File: src/rtl/exception_trap_controller.sv
// Exception trap controller: captures faulting PC/cause, flushes the pipeline,
// vectors to the handler and returns to EPC+1; a nested exception halts until reset.
module exception_trap_controller #(
    parameter logic [15:0] VECTOR_ADDR  = 16'h00F0,
    parameter int          FLUSH_CYCLES = 2,
    parameter int          COUNT_W      = 8
) (
    input  logic               clk,
    input  logic               rst,
    input  logic               exc_flag,
    input  logic [15:0]        exc_instr,
    input  logic [15:0]        exc_pc,
    input  logic               exc_ovf,
    input  logic               ret_req,
    output logic               stall,
    output logic               flush,
    output logic               pc_load,
    output logic [15:0]        pc_target,
    output logic [15:0]        epc,
    output logic [1:0]         ecause,
    output logic [COUNT_W-1:0] exc_count,
    output logic               in_handler,
    output logic               halted,
    output logic [2:0]         state_dbg
);

    typedef enum logic [2:0] {
        IDLE    = 3'd0,
        CAPTURE = 3'd1,
        FLUSH   = 3'd2,
        VECTOR  = 3'd3,
        HANDLER = 3'd4,
        RETURN  = 3'd5,
        HALT    = 3'd6
    } state_t;

    localparam logic [3:0] FLUSH_LAST = 4'(FLUSH_CYCLES - 1);

    state_t               state_q, state_d;
    logic [3:0]           fcnt_q, fcnt_d;
    logic [15:0]          epc_q;
    logic [1:0]           ecause_q;
    logic [COUNT_W-1:0]   count_q;
    logic                 stall_q, flush_q, pc_load_q, in_handler_q, halted_q;
    logic [15:0]          pc_target_q;

    logic [3:0]           opcode;
    logic                 ill;
    logic [1:0]           ecause_next;
    logic                 take_exc;
    logic                 unused_instr_bits;

    assign opcode            = exc_instr[15:12];
    assign unused_instr_bits = ^exc_instr[11:0];

    always_comb begin
        ill = 1'b1;
        case (opcode)
            4'h0, 4'h4, 4'h5, 4'h6, 4'h8, 4'hB, 4'hC, 4'hF: ill = 1'b0;
            default:                                        ill = 1'b1;
        endcase
        ecause_next = {exc_ovf, ill};
        if (ecause_next == 2'b00) ecause_next = 2'b11;
    end

    // Only IDLE and HANDLER accept exceptions; anything else is being squashed.
    assign take_exc = exc_flag && (state_q == IDLE || state_q == HANDLER);

    always_comb begin
        state_d = state_q;
        fcnt_d  = fcnt_q;
        case (state_q)
            IDLE:    if (exc_flag) state_d = CAPTURE;
            CAPTURE: begin
                state_d = FLUSH;
                fcnt_d  = FLUSH_LAST;
            end
            FLUSH:   if (fcnt_q == 4'd0) state_d = VECTOR;
                     else                fcnt_d  = fcnt_q - 4'd1;
            VECTOR:  state_d = HANDLER;
            HANDLER: if (exc_flag)     state_d = HALT;
                     else if (ret_req) state_d = RETURN;
            RETURN:  state_d = IDLE;
            HALT:    state_d = HALT;
            default: state_d = IDLE;
        endcase
    end

    // Outputs are registered as a decode of the next state so they line up with state_q.
    always_ff @(posedge clk) begin
        if (rst) begin
            state_q      <= IDLE;
            fcnt_q       <= 4'd0;
            epc_q        <= 16'h0000;
            ecause_q     <= 2'b00;
            count_q      <= '0;
            stall_q      <= 1'b0;
            flush_q      <= 1'b0;
            pc_load_q    <= 1'b0;
            pc_target_q  <= 16'h0000;
            in_handler_q <= 1'b0;
            halted_q     <= 1'b0;
        end else begin
            state_q <= state_d;
            fcnt_q  <= fcnt_d;
            if (state_q == IDLE && exc_flag) begin
                epc_q    <= exc_pc;
                ecause_q <= ecause_next;
            end
            if (take_exc && count_q != {COUNT_W{1'b1}})
                count_q <= count_q + 1'b1;
            stall_q      <= state_d inside {CAPTURE, FLUSH, VECTOR, RETURN, HALT};
            flush_q      <= state_d inside {CAPTURE, FLUSH};
            pc_load_q    <= state_d inside {VECTOR, RETURN};
            in_handler_q <= (state_d == HANDLER);
            halted_q     <= (state_d == HALT);
            if (state_d == VECTOR)      pc_target_q <= VECTOR_ADDR;
            else if (state_d == RETURN) pc_target_q <= epc_q + 16'd1;
            else                        pc_target_q <= 16'h0000;
        end
    end

    assign stall      = stall_q;
    assign flush      = flush_q;
    assign pc_load    = pc_load_q;
    assign pc_target  = pc_target_q;
    assign epc        = epc_q;
    assign ecause     = ecause_q;
    assign exc_count  = count_q;
    assign in_handler = in_handler_q;
    assign halted     = halted_q;
    assign state_dbg  = state_q;

endmodule
File: config.mk
export PLATFORM = sky130hd
export DESIGN_NAME = exception_trap_controller
export DESIGN_NICKNAME = d
export VERILOG_FILES = /design/src/rtl/exception_trap_controller.sv
export SDC_FILE = /design/constraint.sdc
export NUM_CORES = 1
export LEC_CHECK = 0
export ABC_AREA = 0
export CAP_MARGIN = 20
export CELL_PAD_IN_SITES_DETAIL_PLACEMENT = 0
export CELL_PAD_IN_SITES_GLOBAL_PLACEMENT = 1
export CORE_AREA = 3 3 90 92
export DETAILED_ROUTE_END_ITERATION = 6
export DIE_AREA = 0 0 93 95
export PLACE_DENSITY = 0.83
export SYNTH_ARGS = -nofsm -noshare
export SYNTH_HDL_FRONTEND = slang
export SYNTH_SLANG_ARGS = --single-unit
File: constraint.sdc
create_clock -name clk -period 2.4 [get_ports clk]
set_input_delay 0.72 -clock clk [delete_from_list [all_inputs] [get_ports clk]]
set_output_delay 0.72 -clock clk [all_outputs]
set_load 0.02 [all_outputs]
# Word-level counts from Yosys, hierarchy flattened
# Memories as Yosys holds them, arrays and structs flattened.
# Cells that the tools add are included.
[totals] regBits=54 mem_count=1 mem_bits_ro=16 elab_cells=53 input_bits=37
[mem_list] memory="(no name shown)" depth=16 width=1 read_ports=1 rd_ports_with_merged_regs=0 wr=0 line_no="58" rtl="case (opcode)"
[classes] bitwise_logic=1 n_mux=10 addsub=3 n_reduce_logical=13 n_eq_ne=13
[op_table] op="3-bit one-hot mux with 6 select lines" n=1
[op_table] op="16-bit by 1-bit adder with 16-bit output (second input constant)" n=1
[op_table] op="8-bit two-way mux" n=2
[op_table] op="3-bit equality test (second input constant)" n=5
[op_table] op="3-bit by 2-bit equality test with 1-bit output (second input constant)" n=4
[op_table] op="3-bit two-way mux" n=4
[op_table] op="8-bit by 1-bit adder with 8-bit output (second input constant)" n=1
[op_table] op="8-bit inequality test (second input constant)" n=1
[op_table] op="4-bit one-hot mux with 2 select lines" n=1
[op_table] op="3-bit by 1-bit equality test with 1-bit output (second input constant)" n=2
[op_table] op="2-bit nonzero test" n=3
[op_table] op="5-bit nonzero test" n=1
[op_table] op="4-bit zero test" n=1
[op_table] op="4-bit two-way mux" n=1
[op_table] op="4-bit by 1-bit subtractor with 4-bit output (second input constant)" n=1
[op_table] op="1-bit logical AND" n=3
[op_table] op="3-bit zero test" n=1
[op_table] op="3-bit OR reduction" n=1
[op_table] op="2-bit zero test" n=1
[op_table] op="2-bit two-way mux" n=1
[op_table] op="2-bit inequality test (second input constant)" n=1
[op_table] op="2-bit AND reduction" n=1
[op_table] op="1-bit logical OR" n=1
[op_table] op="1-bit NOT" n=1

# Logic depth before layout (Yosys ltp)
# Gate-level depths: netlist of run 1.
[logic_depth] word_depth=6 mapped_depth=7 depth_no_buf=6

# Worst setup path before layout of run 1
# No wires, ideal clock.
[synth_timing] path_kind="in2reg" startpoint="input exc_flag" endpoint="register count_q[7] (netlist: exc_count[7])" stages=4 setup_slack_ps=457 setup_ps=121 t_arrival_ps=1821 t_required_ps=2279 cell_sequence="or3b_4 > nor4b_4 > nand3_2 > mux2_4"
[synth_via] elab_chain_cells=2
[synth_lines] item="from (decl)" line_no="10" rtl="input logic exc_flag,"
[synth_lines] item="1-bit logical AND" line_no="67" rtl="assign take_exc = exc_flag && (state_q == IDLE || state_q == HANDLER);"
[synth_lines] item="1-bit logical AND" line_no="110" rtl="if (take_exc && count_q != {COUNT_W{1'b1}})"
[synth_lines] item="to (signal assigned)" line_no="111" rtl="count_q <= count_q + 1'b1;"
[synth_lines] item="to (decl)" line_no="43" rtl="logic [COUNT_W-1:0] count_q;"
# Every way passes these cells.
# A chain may end at the register's enable or synchronous reset.

# Worst setup path in the final report of run 1
# Ends and elaborated chain as after synthesis.

==> metrics, run 1 <==
Yosys top cell by area dfxtp_1; Worst R2R Setup Slack 540 ps; Antenna Violating Nets Remaining 0; CTS resizes 0; area delta synth->final 45.0%; Initial Utilization 0.323; Critical Path Fanout Max 4; synthesized area per cell 8.56 µm²; Ant. Diodes 0; CTS Sinks 54; Final Hold Viols 0; Fillers 776; wire per inst 13.0 µm; vias per inst 4.70; Unique masters post-synth 44; Worst Setup EP exc_count[7]; Syn Nets 318; Post-Syn Instances 275; first-pass GRT wire length 9.83 mm; clk_lat worst skew 300 ps; routability cong. 0.820; DP Cell Count 450; Post-Route Utilization 0.468; worst-case vdd ir drop 0.000268 V; fraction of layout cells with a size suffix above 1 0.0836; Post-CTS Setup Bufs 0; Worst Setup End Kind flop; Power Dens Cells 661 mW/mm²; die width 93 µm; largest net degree at the start of global routing 39; # setup viols final 0; initial antenna violation count 0; CP Launch Type primary input; CP Data Arrival Time 2370 ps; grt total ovfl 0; CTS hold repair buffers 0; Slew @ Worst Pin 436 ps; Slew Limit Fails 0; Worst path max stage delay 520 ps; Post-DP HPWL 4.48 mm; Tightest Hold Check Type flop to flop; most frequent cells in the layout clkdlybuf4s50_1 (74), dfxtp_1 (54), nand2_1 (44); maximum clock rate 0.461 GHz; core footprint 0.00729 mm²; DR DRC count 0; Clock Tree Root clkbuf_8; met1 wire length 2.74 mm; Starting DRT DRC Count 67; required time of the worst setup path 2600 ps; synth top area cells dfxtp_1 (46%), nand2_1 (7.0%), a21oi_1 (6.4%); fin crit share 0.904; Final Net Count 401; time the worst path needs with I/O delays and setup 2170 ps; Max transition margin 0.707; Yosys Warn Count 0; Synth Cell Area 0.00235 mm²; Clock Tree Buf Depth 2; Pwr Total 0.00225 W; r2r endpoint pc_target[13]; CTS H-tree depth 2; RSZ-0062 raised after global routing no; most common cell after layout, fill and taps aside clkdlybuf4s50_1; Reg clk slew, reported paths 100 ps; number of port buffers 74; met2 wire len 2.92 mm; CTS tree built; vias 2153; Yosys top cell area share 0.459; CP cell instances clkdlybuf4s50_1 > or3b_4 > nor4b_4 > nand3_2 > mux2_4; wire length on met3 198 µm; top sig layer met4; Leak Pwr 1.26 nW; drt first pass iters 4; total routing usage reported by global routing 0.137; I/O Pins 87; num rows 31; Max-Cap Viols 0; die area 0.00884 mm²; setup TNS 0 ps; Crit. Startpoint exc_flag; Synth Register Bits 54; reg2reg path depth 6; CP Class primary input to flop; number of global-route vias before repair 2085; die height 95 µm; outcome complete, no violations; FF-to-FF Start fcnt_q[0]; Non-Filler Instances 458; TritonCTS buffer count 5; Clock Skew 12.7 ps; final WL 5.94 mm; Crit-path slowest cell clkdlybuf4s50_1; register area share after synthesis 0.459
[final cells by class]
type                            count  area (µm²)  share of cell area
Clock buffer                        5        68.8              0.0202
Tap cell                           99         124              0.0363
Sequential cell                    54        1080               0.317
Timing Repair Buffer               88         871               0.255
Clock inverter                      3        48.8              0.0143
Multi-Input combinational cell    202        1190               0.349
Inverter                            7        26.3             0.00770
[through the flow]
step           cell area, µm²  hold slack [ps]  worst slack (ps)
3_3_place_gp             3290              485             -96.9
4_1_cts                  3410              510               224
5_1_grt                  3410              543               166
2_1_floorplan            2350              491               457
3_5_place_dp             3290              494              -100
6_report                 3410              508               232
[worst min-delay path by stage]
stage / cells past startpoint / start / slack, ps / endpoint
2_1_floorplan: 1 / fcnt_q[0] / 490 / fcnt_q[0]
3_3_place_gp: 2 / epc[13] / 480 / epc[13]
3_5_place_dp: 2 / epc[13] / 490 / epc[13]
4_1_cts: 2 / epc[13] / 510 / epc[13]
5_1_grt: 2 / epc[10] / 540 / epc[10]
6_report: 2 / epc[10] / 510 / epc[10]
[synth_stat cells, drive strengths merged]
| cell | n |
|---|---|
| nor4b | 3 |
| o221a | 1 |
| a311oi | 1 |
| a211oi | 1 |
| mux2 | 1 |
| nand3 | 8 |
| or4 | 1 |
| and2 | 2 |
| mux2i | 3 |
| or4b | 1 |
| nor3 | 10 |
| nand2b | 2 |
| dfxtp | 54 |
| xnor2 | 5 |
| a21oi | 30 |
| or3 | 3 |
| nand4 | 8 |
| o22ai | 1 |
| o21ai | 5 |
| nand3b | 1 |
| and3 | 3 |
| xor2 | 12 |
| or3b | 2 |
| nor3b | 2 |
| inv | 7 |
| o211ai | 2 |
| buf | 5 |
| nor2b | 4 |
| nor2 | 29 |
| o21a | 1 |
| nand2 | 44 |
| clkbuf | 7 |
| o31a | 1 |
| nor4 | 1 |
| and4 | 2 |
| and3b | 1 |
| a21o | 4 |
| o22a | 1 |
| ha | 6 |
[metal layers]
metal  GRT usage  vias to the layer above
met4      0.0440                        0
met2       0.235                       45
met1       0.175                      993
met5           0                        -
li1            -                     1111
met3      0.0255                        4
[registers in the layout, summed over array words and instances (netlist names)]
name and count:
ecause 2, epc 16, exc_count 8, fcnt_q 4, flush 1, halted 1, in_handler 1, pc_load 1
pc_target 16, stall 1, state_dbg 3
[critical path: cells and delay by family]
family,cells,cell delay [ps]
simple gates,3,840
buf+inv,1,520
mux,1,300
[power by group]
group	switching (W)	total, W	internal (W)
sequential	0.0000703	0.00103	0.000964
clock	0.000310	0.000628	0.000318
combinational	0.000299	0.000593	0.000294
total	0.000679	0.00225	0.00158
[cell families (layout without fill, tap and decap cells)]
family	Yosys count	after routing	share of synthesized area
AND/OR/NAND/NOR	127	127	0.274
flip-flops	54	54	0.459
AO/OA/AOI/OAI	48	48	0.119
buffers and inverters	19	103	0.0340
XOR/XNOR	17	17	0.0633
adder cells (fa/ha/maj)	6	6	0.0319
multiplexers	4	4	0.0191
Note: power is estimated with default switching activity, not from simulation.
==> run 2: changes to the inputs <==
--- a/config.mk
+++ b/config.mk
@@ -9,10 +9,11 @@
 export CAP_MARGIN = 20
 export CELL_PAD_IN_SITES_DETAIL_PLACEMENT = 0
 export CELL_PAD_IN_SITES_GLOBAL_PLACEMENT = 1
-export CORE_AREA = 3 3 90 92
+export CORE_AREA = 3 3 78 80
 export DETAILED_ROUTE_END_ITERATION = 6
-export DIE_AREA = 0 0 93 95
-export PLACE_DENSITY = 0.83
+export DIE_AREA = 0 0 81 83
+export DONT_BUFFER_PORTS = 1
+export PLACE_DENSITY = 0.78
 export SYNTH_ARGS = -nofsm -noshare
 export SYNTH_HDL_FRONTEND = slang
 export SYNTH_SLANG_ARGS = --single-unit
==> run 2 against run 1 <==
- clock power up 1%
- hold slack worse by 44 ps
- sequential share of layout area is 10 points higher
- worst setup slack better by 270 ps
- total power is 7.7% lower
- largest power group unchanged
- highest routed layer unchanged
==> metrics, run 2 (synthesis results as in run 1) <==
outcome complete, no violations; Slew @ Worst Pin 552 ps; reg2reg path depth 6; num rows 27; CTS resizes 0; I/O Pins 87; Clock Skew 10.7 ps; CP Data Arrival Time 2150 ps; Hold Startpoint rst; CTS tree built; Antenna Violating Nets Remaining 0; Worst Setup End Kind flop; drt first pass iters 4; grt total ovfl 0; CP Buf/Inv Count 1; Crit. Startpoint fcnt_q[0]; Initial Utilization 0.430; CP Class flop to flop; Reg clk slew, reported paths 100 ps; Critical Path Fanout Max 12; Final Hold Viols 0; largest net degree at the start of global routing 40; initial antenna violation count 0; CTS hold repair buffers 0; setup TNS 0 ps; wire per inst 15.0 µm; Starting DRT DRC Count 124; time the worst path needs with I/O delays and setup 1900 ps; Crit-path slowest cell a21o_1; area delta synth->final 9.04%; most common cell after layout, fill and taps aside dfxtp_1; fraction of layout cells with a size suffix above 1 0.0860; DR DRC count 0; CP cell instances inv_1 > ha_1 > nor3b_1 > nand3_1 > a21o_1 > a21oi_1; fin crit share 0.792; most frequent cells in the layout dfxtp_1 (54), nand2_1 (44), a21oi_1 (30); Max transition margin 0.631; die height 83 µm; first-pass GRT wire length 8.67 mm; Slew Limit Fails 0; TritonCTS buffer count 5; CP Launch Type flop; Clock Tree Buf Depth 2; worst-case vdd ir drop 0.000290 V; Min-Delay Endpoint epc[2]; Fillers 570; CTS Sinks 54; Pwr Total 0.00208 W; number of port buffers 0; vias 1883; die area 0.00672 mm²; final WL 5.25 mm; area post-placement 0.00245 mm²; routability cong. 0.769; Leak Pwr 0.955 nW; Ant. Diodes 0; Worst R2R Setup Slack 500 ps; design area 0.00257 mm²; Top delay family on crit path simple AND/OR/NAND/NOR gates; Post-DP HPWL 3.83 mm; Tightest Hold Check Type primary input to flop; CTS H-tree depth 2; Worst path max stage delay 390 ps; FF-to-FF Start fcnt_q[0]; RSZ-0062 raised after global routing no; # setup viols final 0; Post-CTS Setup Bufs 0; Max-Cap Viols 0; clk_lat worst skew 310 ps; Clock Tree Root clkbuf_8; WHS Path Cells 1; r2r endpoint pc_target[13]; Final Net Count 321; number of global-route vias before repair 1760; vias per inst 5.36; die width 81 µm; core footprint 0.00547 mm²; required time of the worst setup path 2650 ps; Power Dens Cells 811 mW/mm²; maximum clock rate 0.526 GHz; total routing usage reported by global routing 0.163
## run 2: cell count changes in the layout (fill, tap and decap cells not counted)
cell             previous run  this run
buf_12                      2         0
buf_4                      12         8
clkdlybuf4s50_1            74         0
clkinv_4                    0         1
clkinvlp_4                  1         0
inv_6                       0         1
inv_8                       1         0
## run 2: how the worst max path moves through the flow
stage                                to  slack, ps  cells after the start
after CTS                 pc_target[13]        500                      6
after global placement     exc_count[7]        410                      4
final                     pc_target[13]        500                      6
after floorplan            exc_count[7]        460                      4
after global routing      pc_target[11]        290                      6
after detailed placement   exc_count[7]        400                      4
## run 2: power breakdown
group,internal (W),switching (W),leakage [nW]
clock network,0.000317,0.000317,0.0587
logic,0.000152,0.000199,0.456
registers,0.000964,0.000132,0.440
## run 2: worst reg2reg max path: stages (launching register included)
cell     delay, ps
dfxtp_1        350
inv_1           90
ha_1           150
nor3b_1        340
nand3_1        350
a21o_1         390
a21oi_1        170
## run 2: metrics by stage
step	hold WS (ps)	util	worst slack, ps	instances
CTS	453	0.469	496	351
finish	464	0.469	500	351
detailed placement	540	0.448	398	343
floorplan	491	-	457	275
global placement	516	0.448	413	343
global route	438	0.469	292	351
## run 2: final cells by class
class	instances	area, µm²	area share
sequential	54	1080	0.421
multi-input combinational	202	1190	0.465
clock buffer	5	68.8	0.0268
clock inverter	3	47.5	0.0185
timing repair buffer	8	60.1	0.0234
tap	72	90.1	0.0351
inverter	7	26.3	0.0102
## run 2: per-layer routing
| metal | global-route usage | up-vias | part of all wire |
|---|---|---|---|
| li1 | - | 950 | - |
| met3 | 0.0542 | 8 | 0.062 |
| met4 | 0.0568 | 0 | 0.019 |
| met5 | 0 | - | 0 |
| met1 | 0.212 | 864 | 0.48 |
| met2 | 0.249 | 61 | 0.44 |
